[src/rtl/div_result_bcd_if.sv]
// Handshake and data bundle between a signed divider and the BCD result converter.
// The slave modport is the converter's view; the master modport is the divider/consumer side.
interface div_result_bcd_if #(
  parameter int unsigned WIDTH  = 16,
  parameter int unsigned DIGITS = 5
);
  logic                  in_valid;
  logic                  in_ready;
  logic [WIDTH-1:0]      quotient;
  logic [WIDTH-1:0]      remainder;
  logic                  out_valid;
  logic                  out_ready;
  logic                  q_sign;
  logic [4*DIGITS-1:0]   q_bcd;
  logic                  r_sign;
  logic [4*DIGITS-1:0]   r_bcd;

  modport slave (
    input  in_valid, quotient, remainder, out_ready,
    output in_ready, out_valid, q_sign, q_bcd, r_sign, r_bcd
  );

  modport master (
    output in_valid, quotient, remainder, out_ready,
    input  in_ready, out_valid, q_sign, q_bcd, r_sign, r_bcd
  );
endinterface

[src/rtl/div_result_bcd.sv]
// Converts a signed quotient/remainder pair to sign + packed-BCD magnitude using
// WIDTH double-dabble steps on both operands in parallel.
module div_result_bcd #(
  parameter int unsigned WIDTH  = 16,
  parameter int unsigned DIGITS = 5
) (
  input  logic                clk,
  input  logic                rst_n,
  div_result_bcd_if.slave     bus
);

  localparam int unsigned BcdW = 4 * DIGITS;
  localparam int unsigned CntW = $clog2(WIDTH + 1);
  localparam logic [CntW-1:0] LastStep = CntW'(WIDTH - 1);

  typedef enum logic [1:0] {StIdle, StConv, StDone} state_e;

  state_e            state_q, state_d;
  logic [CntW-1:0]   cnt_q;
  logic [WIDTH-1:0]  q_mag_q, r_mag_q;
  logic [BcdW-1:0]   q_acc_q, r_acc_q;
  logic              q_neg_q, r_neg_q;
  logic              q_sign_q, r_sign_q;
  logic [BcdW-1:0]   q_bcd_q, r_bcd_q;
  logic [BcdW-1:0]   q_step, r_step;

  // |x| as unsigned; the most negative value maps to 2^(WIDTH-1).
  function automatic logic [WIDTH-1:0] magnitude(input logic [WIDTH-1:0] x);
    return x[WIDTH-1] ? (~x + 1'b1) : x;
  endfunction

  function automatic logic [BcdW-1:0] dabble_step(input logic [BcdW-1:0] acc, input logic in_bit);
    logic [BcdW-1:0] adj;
    adj = acc;
    for (int unsigned i = 0; i < DIGITS; i++) begin
      if (acc[4*i +: 4] >= 4'd5) adj[4*i +: 4] = acc[4*i +: 4] + 4'd3;
    end
    return {adj[BcdW-2:0], in_bit};
  endfunction

  assign q_step = dabble_step(q_acc_q, q_mag_q[WIDTH-1]);
  assign r_step = dabble_step(r_acc_q, r_mag_q[WIDTH-1]);

  always_ff @(posedge clk) begin
    if (!rst_n) state_q <= StIdle;
    else        state_q <= state_d;
  end

  always_comb begin
    state_d = state_q;
    unique case (state_q)
      StIdle:  if (bus.in_valid)       state_d = StConv;
      StConv:  if (cnt_q == LastStep)  state_d = StDone;
      StDone:  if (bus.out_ready)      state_d = StIdle;
      default:                         state_d = StIdle;
    endcase
  end

  always_comb begin
    bus.in_ready  = (state_q == StIdle);
    bus.out_valid = (state_q == StDone);
  end

  assign bus.q_sign = q_sign_q;
  assign bus.q_bcd  = q_bcd_q;
  assign bus.r_sign = r_sign_q;
  assign bus.r_bcd  = r_bcd_q;

  always_ff @(posedge clk) begin
    if (!rst_n) begin
      cnt_q    <= '0;
      q_mag_q  <= '0;
      r_mag_q  <= '0;
      q_acc_q  <= '0;
      r_acc_q  <= '0;
      q_neg_q  <= 1'b0;
      r_neg_q  <= 1'b0;
      q_sign_q <= 1'b0;
      r_sign_q <= 1'b0;
      q_bcd_q  <= '0;
      r_bcd_q  <= '0;
    end else begin
      unique case (state_q)
        StIdle: begin
          if (bus.in_valid) begin
            q_mag_q <= magnitude(bus.quotient);
            r_mag_q <= magnitude(bus.remainder);
            // A negative value is never zero, so the raw MSB is already the reported sign.
            q_neg_q <= bus.quotient[WIDTH-1];
            r_neg_q <= bus.remainder[WIDTH-1];
            q_acc_q <= '0;
            r_acc_q <= '0;
            cnt_q   <= '0;
          end
        end
        StConv: begin
          q_acc_q <= q_step;
          r_acc_q <= r_step;
          q_mag_q <= {q_mag_q[WIDTH-2:0], 1'b0};
          r_mag_q <= {r_mag_q[WIDTH-2:0], 1'b0};
          cnt_q   <= cnt_q + 1'b1;
          // Outputs only move on DONE entry, so they stay frozen while the consumer stalls.
          if (cnt_q == LastStep) begin
            q_bcd_q  <= q_step;
            r_bcd_q  <= r_step;
            q_sign_q <= q_neg_q;
            r_sign_q <= r_neg_q;
          end
        end
        default: ;
      endcase
    end
  end

endmodule
[src/flat_wrapper.sv]
// flat-port wrapper written by rule: the top's interface ports become plain ports
module div_result_bcd_flat 
#(
  parameter int unsigned WIDTH  = 16,
  parameter int unsigned DIGITS = 5
)
  (clk, rst_n, bus_in_valid, bus_quotient, bus_remainder, bus_out_ready, bus_in_ready, bus_out_valid, bus_q_sign, bus_q_bcd, bus_r_sign, bus_r_bcd);
  div_result_bcd_if #(.WIDTH(WIDTH), .DIGITS(DIGITS)) bus_i ();
  input  logic clk;
  input  logic rst_n;
  input wire logic [$bits(bus_i.in_valid)-1:0] bus_in_valid;
  input wire logic [$bits(bus_i.quotient)-1:0] bus_quotient;
  input wire logic [$bits(bus_i.remainder)-1:0] bus_remainder;
  input wire logic [$bits(bus_i.out_ready)-1:0] bus_out_ready;
  output wire logic [$bits(bus_i.in_ready)-1:0] bus_in_ready;
  output wire logic [$bits(bus_i.out_valid)-1:0] bus_out_valid;
  output wire logic [$bits(bus_i.q_sign)-1:0] bus_q_sign;
  output wire logic [$bits(bus_i.q_bcd)-1:0] bus_q_bcd;
  output wire logic [$bits(bus_i.r_sign)-1:0] bus_r_sign;
  output wire logic [$bits(bus_i.r_bcd)-1:0] bus_r_bcd;
  assign bus_i.in_valid = bus_in_valid;
  assign bus_i.quotient = bus_quotient;
  assign bus_i.remainder = bus_remainder;
  assign bus_i.out_ready = bus_out_ready;
  assign bus_in_ready = bus_i.in_ready;
  assign bus_out_valid = bus_i.out_valid;
  assign bus_q_sign = bus_i.q_sign;
  assign bus_q_bcd = bus_i.q_bcd;
  assign bus_r_sign = bus_i.r_sign;
  assign bus_r_bcd = bus_i.r_bcd;
  div_result_bcd #(.WIDTH(WIDTH), .DIGITS(DIGITS)) u_core (.clk(clk), .rst_n(rst_n), .bus(bus_i));
endmodule
[config.mk]
export PLATFORM = sky130hd
export DESIGN_NAME = div_result_bcd_flat
export DESIGN_NICKNAME = d
export VERILOG_FILES = /design/src/rtl/div_result_bcd_if.sv /design/src/rtl/div_result_bcd.sv /design/src/flat_wrapper.sv
export SDC_FILE = /design/constraint.sdc
export NUM_CORES = 1
export LEC_CHECK = 0
export BUFFER_PORTS_ARGS = -buffer_cell sky130_fd_sc_hd__clkbuf_2
export CAP_MARGIN = 10
export CELL_PAD_IN_SITES_DETAIL_PLACEMENT = 0
export CELL_PAD_IN_SITES_GLOBAL_PLACEMENT = 1
export CORE_MARGIN = 4
export CORE_UTILIZATION = 40
export CTS_BUF_LIST = sky130_fd_sc_hd__clkbuf_8 sky130_fd_sc_hd__clkbuf_16
export DETAILED_ROUTE_END_ITERATION = 12
export MAX_ROUTING_LAYER = met4
export PLACE_DENSITY = 0.83
export SLEW_MARGIN = 20
export SYNTH_ARGS = -nofsm -noshare
export SYNTH_HDL_FRONTEND = slang
export SYNTH_SLANG_ARGS = --single-unit
[constraint.sdc]
create_clock -name clk -period 2.1 [get_ports clk]
set_input_delay 0.315 -clock clk [delete_from_list [all_inputs] [get_ports clk]]
set_output_delay 0.315 -clock clk [all_outputs]
set_load 0.05 [all_outputs]
==> flow_metrics.env, run 1 <==
export IMPL_layout_min_cycle_time_ns=1.77
export IMPL_crit_path_end="bus_out_valid"
export IMPL_overflow=0
export IMPL_use_met2=0.293
export IMPL_ys_ff_latch=123
export IMPL_coreArea_um2=14600
export IMPL_drt_initial_drc_count=409
export IMPL_slowest_delay_ns=0.44
export IMPL_reg2reg_depth=8
export IMPL_synthCells=724
export IMPL_synth_area_um2=5980
export IMPL_worstHoldPathType="primary input to register"
export IMPL_cts_htree_levels=4
export IMPL_worstPathBufferInverterCount=1
export IMPL_skew_ns=0.00558
export IMPL_clk_pin_slew_ns=0.05
export IMPL_period_share=0.841
export IMPL_track_usage=0.177
export IMPL_post_cts_resized=0
export IMPL_worstReg2RegEnd="u_core.bus.r_bcd[17]"
export IMPL_die_w_um=130
export IMPL_met1_usage=0.210
export IMPL_max_cap_violations=0
export IMPL_antenna_found_initial=0
export IMPL_rsz0062_at_grt="no"
export IMPL_slowest_stage="dfxtp_1"
export IMPL_rrSetupSlack_ns=0.34
export IMPL_drc_errors=0
export IMPL_cts_made_buffers=17
export IMPL_area_growth_pct=20.3
export IMPL_ys_flop_type="dfxtp_1"
export IMPL_switching_share=0.229
export IMPL_post_cts_setup_buffer_count=0
export IMPL_start_util=0.410
export IMPL_p_clk_frac=0.489
export IMPL_fin_setup_tns_ns=0
export IMPL_synth_nets=784
export IMPL_cp_depth=2
export IMPL_vias=5403
export IMPL_grt_pass1_vias=5150
export IMPL_avgSynthCellArea_um2=8.26
export IMPL_vias_per_cell=5.45
export IMPL_utilization=0.493
export IMPL_cp_top_family="flip-flops"
export IMPL_leakage_nw=2.83
export IMPL_met3_usage=0.0483
export IMPL_p_int_mw=4.26
export IMPL_ys_types=40
export IMPL_drt_total_wl_um=14400
export IMPL_drtAntennaViolNets=0
export IMPL_clock_path_buffers=2
export IMPL_firstDrtPassIters=6
export IMPL_grt_busiest_layer="met2"
export IMPL_criticalPathCategory="register to output pin"
export IMPL_finalWeightedCongestion=0.816
export IMPL_max_freq_mhz=566
export IMPL_rows=44
export IMPL_status="complete, no violations"
export IMPL_path_cells="nor2b_1 > clkbuf_2"
export IMPL_critPathLaunchType="register"
export IMPL_post_drt_wl_per_cell_um=14.5
export IMPL_worstReg2RegStart="u_core.cnt_q[0]"
export IMPL_slew_headroom=0.698
export IMPL_layout_nets=855
export IMPL_hold_viol_final=0
export IMPL_hpwlAfterDp_um=10000
export IMPL_comb_power_share=0.074
export IMPL_tightest_slew_ns=0.447
export IMPL_slew_violations=0
export IMPL_pin_count=80
export IMPL_p_switching_mw=1.27
export IMPL_layout_drive_gt1_share=0.167
export IMPL_critPathArrivalTime_ns=1.45
export IMPL_root_buffer="clkbuf_16"
export IMPL_synth_edf_count=0
export IMPL_cts_sinks=123
export IMPL_yosysSeqAreaShare=0.412
export IMPL_cts_tree="built"
export IMPL_crit_fanout=6
export IMPL_yosysWarnings=0
export IMPL_grt_pass1_wl_um=23700
export IMPL_io_buffers=79
export IMPL_crit_path_end_kind="output pin"
export IMPL_num_antenna_cells=0
export IMPL_grt_max_degree=51
export IMPL_required_ns=1.78
export IMPL_synth_async_reset_ratio=0
export IMPL_die_area_um2=17000
export IMPL_die_h_um=130
export IMPL_powerDensity_nw_per_um2=770
export IMPL_postCtsHoldBufs=0
export IMPL_peakVddDrop_v=0.000541
export IMPL_clock_latency_ns=0.42
export IMPL_pwr_share_seq=0.437
export IMPL_final_setup_viol_count=0
export IMPL_startpoint="u_core.state_q[1]"
==> cell usage after synthesis (all sizes together), types with 3 or more instances <==
library cell,count,area share
dfxtp,123,0.41
nand2,79,0.050
a21oi,64,0.054
nor2,64,0.040
o21ai,48,0.040
clkbuf,44,0.028
a22oi,32,0.040
inv,28,0.018
ha,24,0.050
nand2b,23,0.024
a21boi,21,0.026
xnor2,20,0.029
nor3b,17,0.021
nand3,16,0.013
xor2,16,0.023
a222oi,14,0.023
nor3,13,0.011
o22ai,13,0.014
and3,12,0.013
mux2i,10,0.017
o41ai,6,0.0088
and2,5,0.0052
o31ai,5,0.0063
or4,4,0.0057
a31oi,3,0.0031
nand3b,3,0.0038
nor2b,3,0.0031
nor4,3,0.0042
==> worst reg2reg max path: cells and delay by family (launching register included) <==
kind / cells / cell delay, ns
AND/OR/NAND/NOR: 3 / 0.43
adder cells (fa/ha/maj): 2 / 0.38
flip-flops: 1 / 0.37
buffers and inverters: 2 / 0.33
AO/OA/AOI/OAI: 1 / 0.18
==> how the worst min path moves through the flow <==
stage | from | end | slack, ns | depth (start not counted)
detailed placement | u_core.q_neg_q | u_core.q_neg_q | 0.45 | 2
CTS | bus_out_ready | u_core.state_q[1] | 0.18 | 3
finish | bus_out_ready | u_core.state_q[1] | 0.19 | 3
global route | bus_out_ready | u_core.state_q[1] | 0.19 | 3
floorplan | u_core.q_neg_q | u_core.bus.q_sign | 0.43 | 2
global placement | u_core.bus.r_bcd[10] | u_core.bus.r_bcd[10] | 0.45 | 2
==> sequential cells by signal (all words and copies together) (netlist names) <==
| name | cells |
|---|---|
| u_core.cnt_q | 5 |
| u_core.q_mag_q | 16 |
| u_core.bus.q_sign | 1 |
| u_core.bus.r_bcd | 20 |
| u_core.bus.q_bcd | 20 |
| u_core.state_q | 2 |
| u_core.q_neg_q | 1 |
| u_core.bus.r_sign | 1 |
| u_core.r_neg_q | 1 |
| u_core.q_acc_q | 20 |
| u_core.r_acc_q | 20 |
| u_core.r_mag_q | 16 |
==> layout by cell type (no fill, tap or decap), types with 2 or more instances in the layout <==
cell type and instances:
nand2_1 79, mux2i_1 10, o31ai_1 5, xor2_1 16
o21ai_0 48, nor3b_1 17, or4_1 3, nand3b_1 3
nand3_1 16, a31oi_1 3, buf_4 16, xnor2_1 20
clkbuf_16 17, inv_1 28, a21boi_0 21, clkbuf_8 4
a21oi_1 64, clkbuf_2 79, a22oi_1 32, buf_12 3
nor2b_1 2, nor4_1 2, and2_1 5, o41ai_1 6
clkinv_2 8, dfxtp_1 123, nor2_1 63, a222oi_1 14
nand2b_1 23, nor3_1 13, o22ai_1 13, and3_1 12
or3_1 2, ha_1 24
==> routing by layer <==
layer / wire length [um] / vias up
li1: - / 2717
met2: 7000 / 109
met1: 6590 / 2561
met4: 157 / 0
met3: 630 / 16
met5: 0 / -
==> power by group through the flow <==
| stage | Sequential [mW] | Combinational (mW) | Clock [mW] |
|---|---|---|---|
| finish | 2.42 | 0.409 | 2.71 |
| global route | 2.42 | 0.455 | 2.87 |
| CTS | 2.42 | 0.412 | 2.77 |
| detailed placement | 2.46 | 0.410 | 0 |
| global placement | 2.46 | 0.398 | 0 |
| floorplan | 2.46 | 0.265 | 0 |
==> stage by stage <==
stage	instances	power, mW	instance area [um^2]	setup WS (ns)	hold WS [ns]
2_1_floorplan	724	2.72	5980	0.0577	0.432
3_3_place_gp	960	2.86	6640	0.0734	0.447
3_5_place_dp	960	2.88	6640	0.0431	0.449
4_1_cts	991	5.60	7190	0.315	0.181
6_report	991	5.53	7190	0.335	0.194
5_1_grt	991	5.75	7190	0.167	0.194
==> area by class of cell <==
| class | count | area, um^2 |
|---|---|---|
| Sequential cell | 123 | 2460 |
| Clock buffer | 21 | 480 |
| Inverter | 28 | 105 |
| Timing Repair Buffer | 98 | 576 |
| Fill cell | 1339 | 7400 |
| Clock inverter | 10 | 73.8 |
| Tap cell | 184 | 230 |
| Multi-Input combinational cell | 527 | 3260 |
==> cell families after synthesis <==
| group | synth area share |
|---|---|
| AOI/OAI and AO/OA | 0.220 |
| xor gates and xnor gates | 0.0528 |
| adders and majority gates | 0.0502 |
| buffers and inverters | 0.0465 |
| DFF | 0.412 |
| muxes | 0.0186 |
| and+or+nand+nor | 0.200 |
(Power assumes the default switching activity.)
==> run 2: changes to the inputs <==
- ABC_AREA: not set -> 1
- CORE_UTILIZATION: 40 -> 38
- PLACE_DENSITY: 0.83 -> 0.84
- clock period: 2.1 -> 1.5 ns (I/O delays scaled with it)
==> flow_metrics.env, run 2 <==
export IMPL_status="finished, violations left"
export IMPL_violations="negative setup slack"
export IMPL_synth_common_cells="nand2_1 (173), dfxtp_1 (123), a21oi_1 (102), inv_1 (102), nor2_1 (80)"
export IMPL_cts_htree_levels=4
export IMPL_switching_share=0.226
export IMPL_layout_nets=1052
export IMPL_avgSynthCellArea_um2=7.11
export IMPL_vias_per_cell=4.88
export IMPL_pwr_share_seq=0.412
export IMPL_cts_sinks=123
export IMPL_hpwlAfterDp_um=10600
export IMPL_antenna_found_initial=0
export IMPL_grt_max_degree=41
export IMPL_num_antenna_cells=0
export IMPL_required_ns=1.85
export IMPL_synth_area_um2=6300
export IMPL_p_clk_frac=0.503
export IMPL_yosysSeqAreaShare=0.391
export IMPL_area_growth_pct=28.8
export IMPL_track_usage=0.172
export IMPL_layout_commonest_cell="nand2_1"
export IMPL_cts_made_buffers=17
export IMPL_synth_top_area_cell="dfxtp_1"
export IMPL_root_buffer="clkbuf_16"
export IMPL_hold_ws_ns=0.0581
export IMPL_ys_flop_type="dfxtp_1"
export IMPL_overflow=0
export IMPL_grt_pass1_vias=5377
export IMPL_slew_violations=0
export IMPL_peakVddDrop_v=0.000773
export IMPL_leakage_nw=3.56
export IMPL_grt_pass1_wl_um=25300
export IMPL_slew_headroom=0.688
export IMPL_synthCells=886
export IMPL_synth_edf_count=0
export IMPL_max_cap_violations=0
export IMPL_pin_count=80
export IMPL_clk_pin_slew_ns=0.05
export IMPL_synth_nets=946
export IMPL_p_switching_mw=1.86
export IMPL_synth_most_common_cell="nand2_1"
export IMPL_coreArea_um2=16100
export IMPL_cts_tree="built"
export IMPL_skew_ns=0.00611
export IMPL_drt_total_wl_um=15400
export IMPL_firstDrtPassIters=5
export IMPL_vias=5954
export IMPL_worstHoldPathType="primary input to register"
export IMPL_period_share=1.08
export IMPL_critPathArrivalTime_ns=1.96
export IMPL_tightest_slew_ns=0.468
export IMPL_setup_slack_ns=-0.117
export IMPL_io_buffers=79
export IMPL_die_w_um=137
export IMPL_ys_types=34
export IMPL_crit_fanout=6
export IMPL_slowest_delay_ns=0.35
export IMPL_yosysWarnings=0
export IMPL_critPathLaunchType="register"
export IMPL_finalWeightedCongestion=0.839
export IMPL_mostFrequentLayoutCells="nand2_1 (172), dfxtp_1 (112), inv_1 (102)"
export IMPL_path_cells="ha_4 > inv_2 > nor3_2 > ha_2 > inv_2 > nor2_4 > buf_6 > buf_6 > clkbuf_16 > o21ai_0 > a21oi_1"
export IMPL_drt_initial_drc_count=264
export IMPL_powerDensity_nw_per_um2=1010
export IMPL_p_int_mw=6.37
export IMPL_netlist_top_cells_area="dfxtp_1 (39%), nand2_1 (10%), a21oi_1 (8.1%), inv_1 (6.1%), nand3_1 (5.3%)"
export IMPL_rsz0062_at_grt="yes"
export IMPL_utilization=0.505
export IMPL_yosysTopAreaCellShare=0.391
export IMPL_layout_min_cycle_time_ns=1.62
export IMPL_start_util=0.392
export IMPL_clock_latency_ns=0.41
export IMPL_comb_power_share=0.085
export IMPL_ys_ff_latch=123
export IMPL_drc_errors=0
export IMPL_crit_path_end_kind="register"
export IMPL_criticalPathCategory="register to register"
export IMPL_layout_drive_gt1_share=0.237
export IMPL_clock_path_buffers=2
export IMPL_postCtsHoldBufs=0
export IMPL_max_freq_mhz=619
export IMPL_drtAntennaViolNets=0
export IMPL_rows=46
export IMPL_die_h_um=137
export IMPL_post_drt_wl_per_cell_um=12.6
export IMPL_final_setup_viol_count=37
export IMPL_slowest_stage="dfxtp_2"
export IMPL_die_area_um2=18700
export IMPL_hold_viol_final=0
export IMPL_synth_async_reset_ratio=0
run 2: cell count changes after synthesis, sizes merged, moves of 14 or more:
cell / change
nand2b: -23
nor2: +20
a222oi: -14
o21bai: +28
a21oi: +38
a21boi: -21
nor3b: -17
inv: +78
nand3: +51
nand2: +95
xnor2: -20
clkbuf: -29
buf: +27
run 2: worst paths after layout:
check,slack (ns),startpoint,depth (start not counted),end
setup / recovery,-0.12,u_core.cnt_q[0],11,u_core.bus.r_bcd[19]
hold / removal,0.06,bus_out_ready,4,u_core.state_q[1]
setup reg to reg,-0.12,u_core.cnt_q[0],11,u_core.bus.r_bcd[19]
hold reg to reg,0.46,u_core.r_mag_q[0],2,u_core.r_mag_q[0]
run 2: cell families after synthesis:
group	after synthesis	synth area share
AO/OA/AOI/OAI	237	0.217
XOR/XNOR	10	0.0139
adder cells (fa/ha/maj)	24	0.0477
buffers and inverters	151	0.101
flip-flops	123	0.391
AND/OR/NAND/NOR	341	0.229
run 2: routing by layer:
layer	vias to the layer above	global-route usage	wire, um	part of all wire
li1	3122	-	-	-
met3	21	0.0357	532	0.035
met1	2714	0.222	7370	0.48
met2	97	0.264	7190	0.47
met4	0	0.0644	286	0.019
met5	-	-	0	0
run 2: area by class of cell:
class | count | area, um^2
Clock buffer | 21 | 480
Clock inverter | 10 | 124
Fill cell | 1590 | 7950
Inverter | 107 | 404
Multi-Input combinational cell | 612 | 3440
Sequential cell | 123 | 2480
Tap cell | 216 | 270
Timing Repair Buffer | 131 | 915
run 2: what timing repair did:
item,CTS,global route
gates cloned,0,1
hold endpoints to repair,0,0
pin swaps,5,13
resized for setup,11,70
setup endpoints to repair,36,68
setup buffers,0,5
run 2: power groups by stage:
stage | Clock, mW | Combinational (mW) | Sequential (mW)
4_1_cts | 4.23 | 0.688 | 3.39
3_5_place_dp | 0 | 0.686 | 3.46
5_1_grt | 4.40 | 0.787 | 3.40
3_3_place_gp | 0 | 0.683 | 3.46
2_1_floorplan | 0 | 0.458 | 3.45
6_report | 4.14 | 0.696 | 3.40
run 2: metrics by stage:
step                      power (mW)  worst slack [ns]  std cells  setup TNS (ns)  cell area [um^2]
after global routing            8.59            -0.222       1220           -6.69              8110
after floorplan                 3.91            0.0149        886               0              6320
after CTS                       8.31           -0.0655       1214          -0.954              7790
final                           8.23            -0.117       1220           -2.20              8110
after detailed placement        4.15           -0.0780       1183           -1.53              7160
after global placement          4.14           -0.0365       1183          -0.550              7160
run 2: critical path: cells and delay by family, from the launching register on:
kind / cells / cell delay [ns]
adder cells (fa/ha/maj): 2 / 0.32
AO/OA/AOI/OAI: 2 / 0.19
buffers and inverters: 5 / 0.43
AND/OR/NAND/NOR: 2 / 0.26
flip-flops: 1 / 0.35
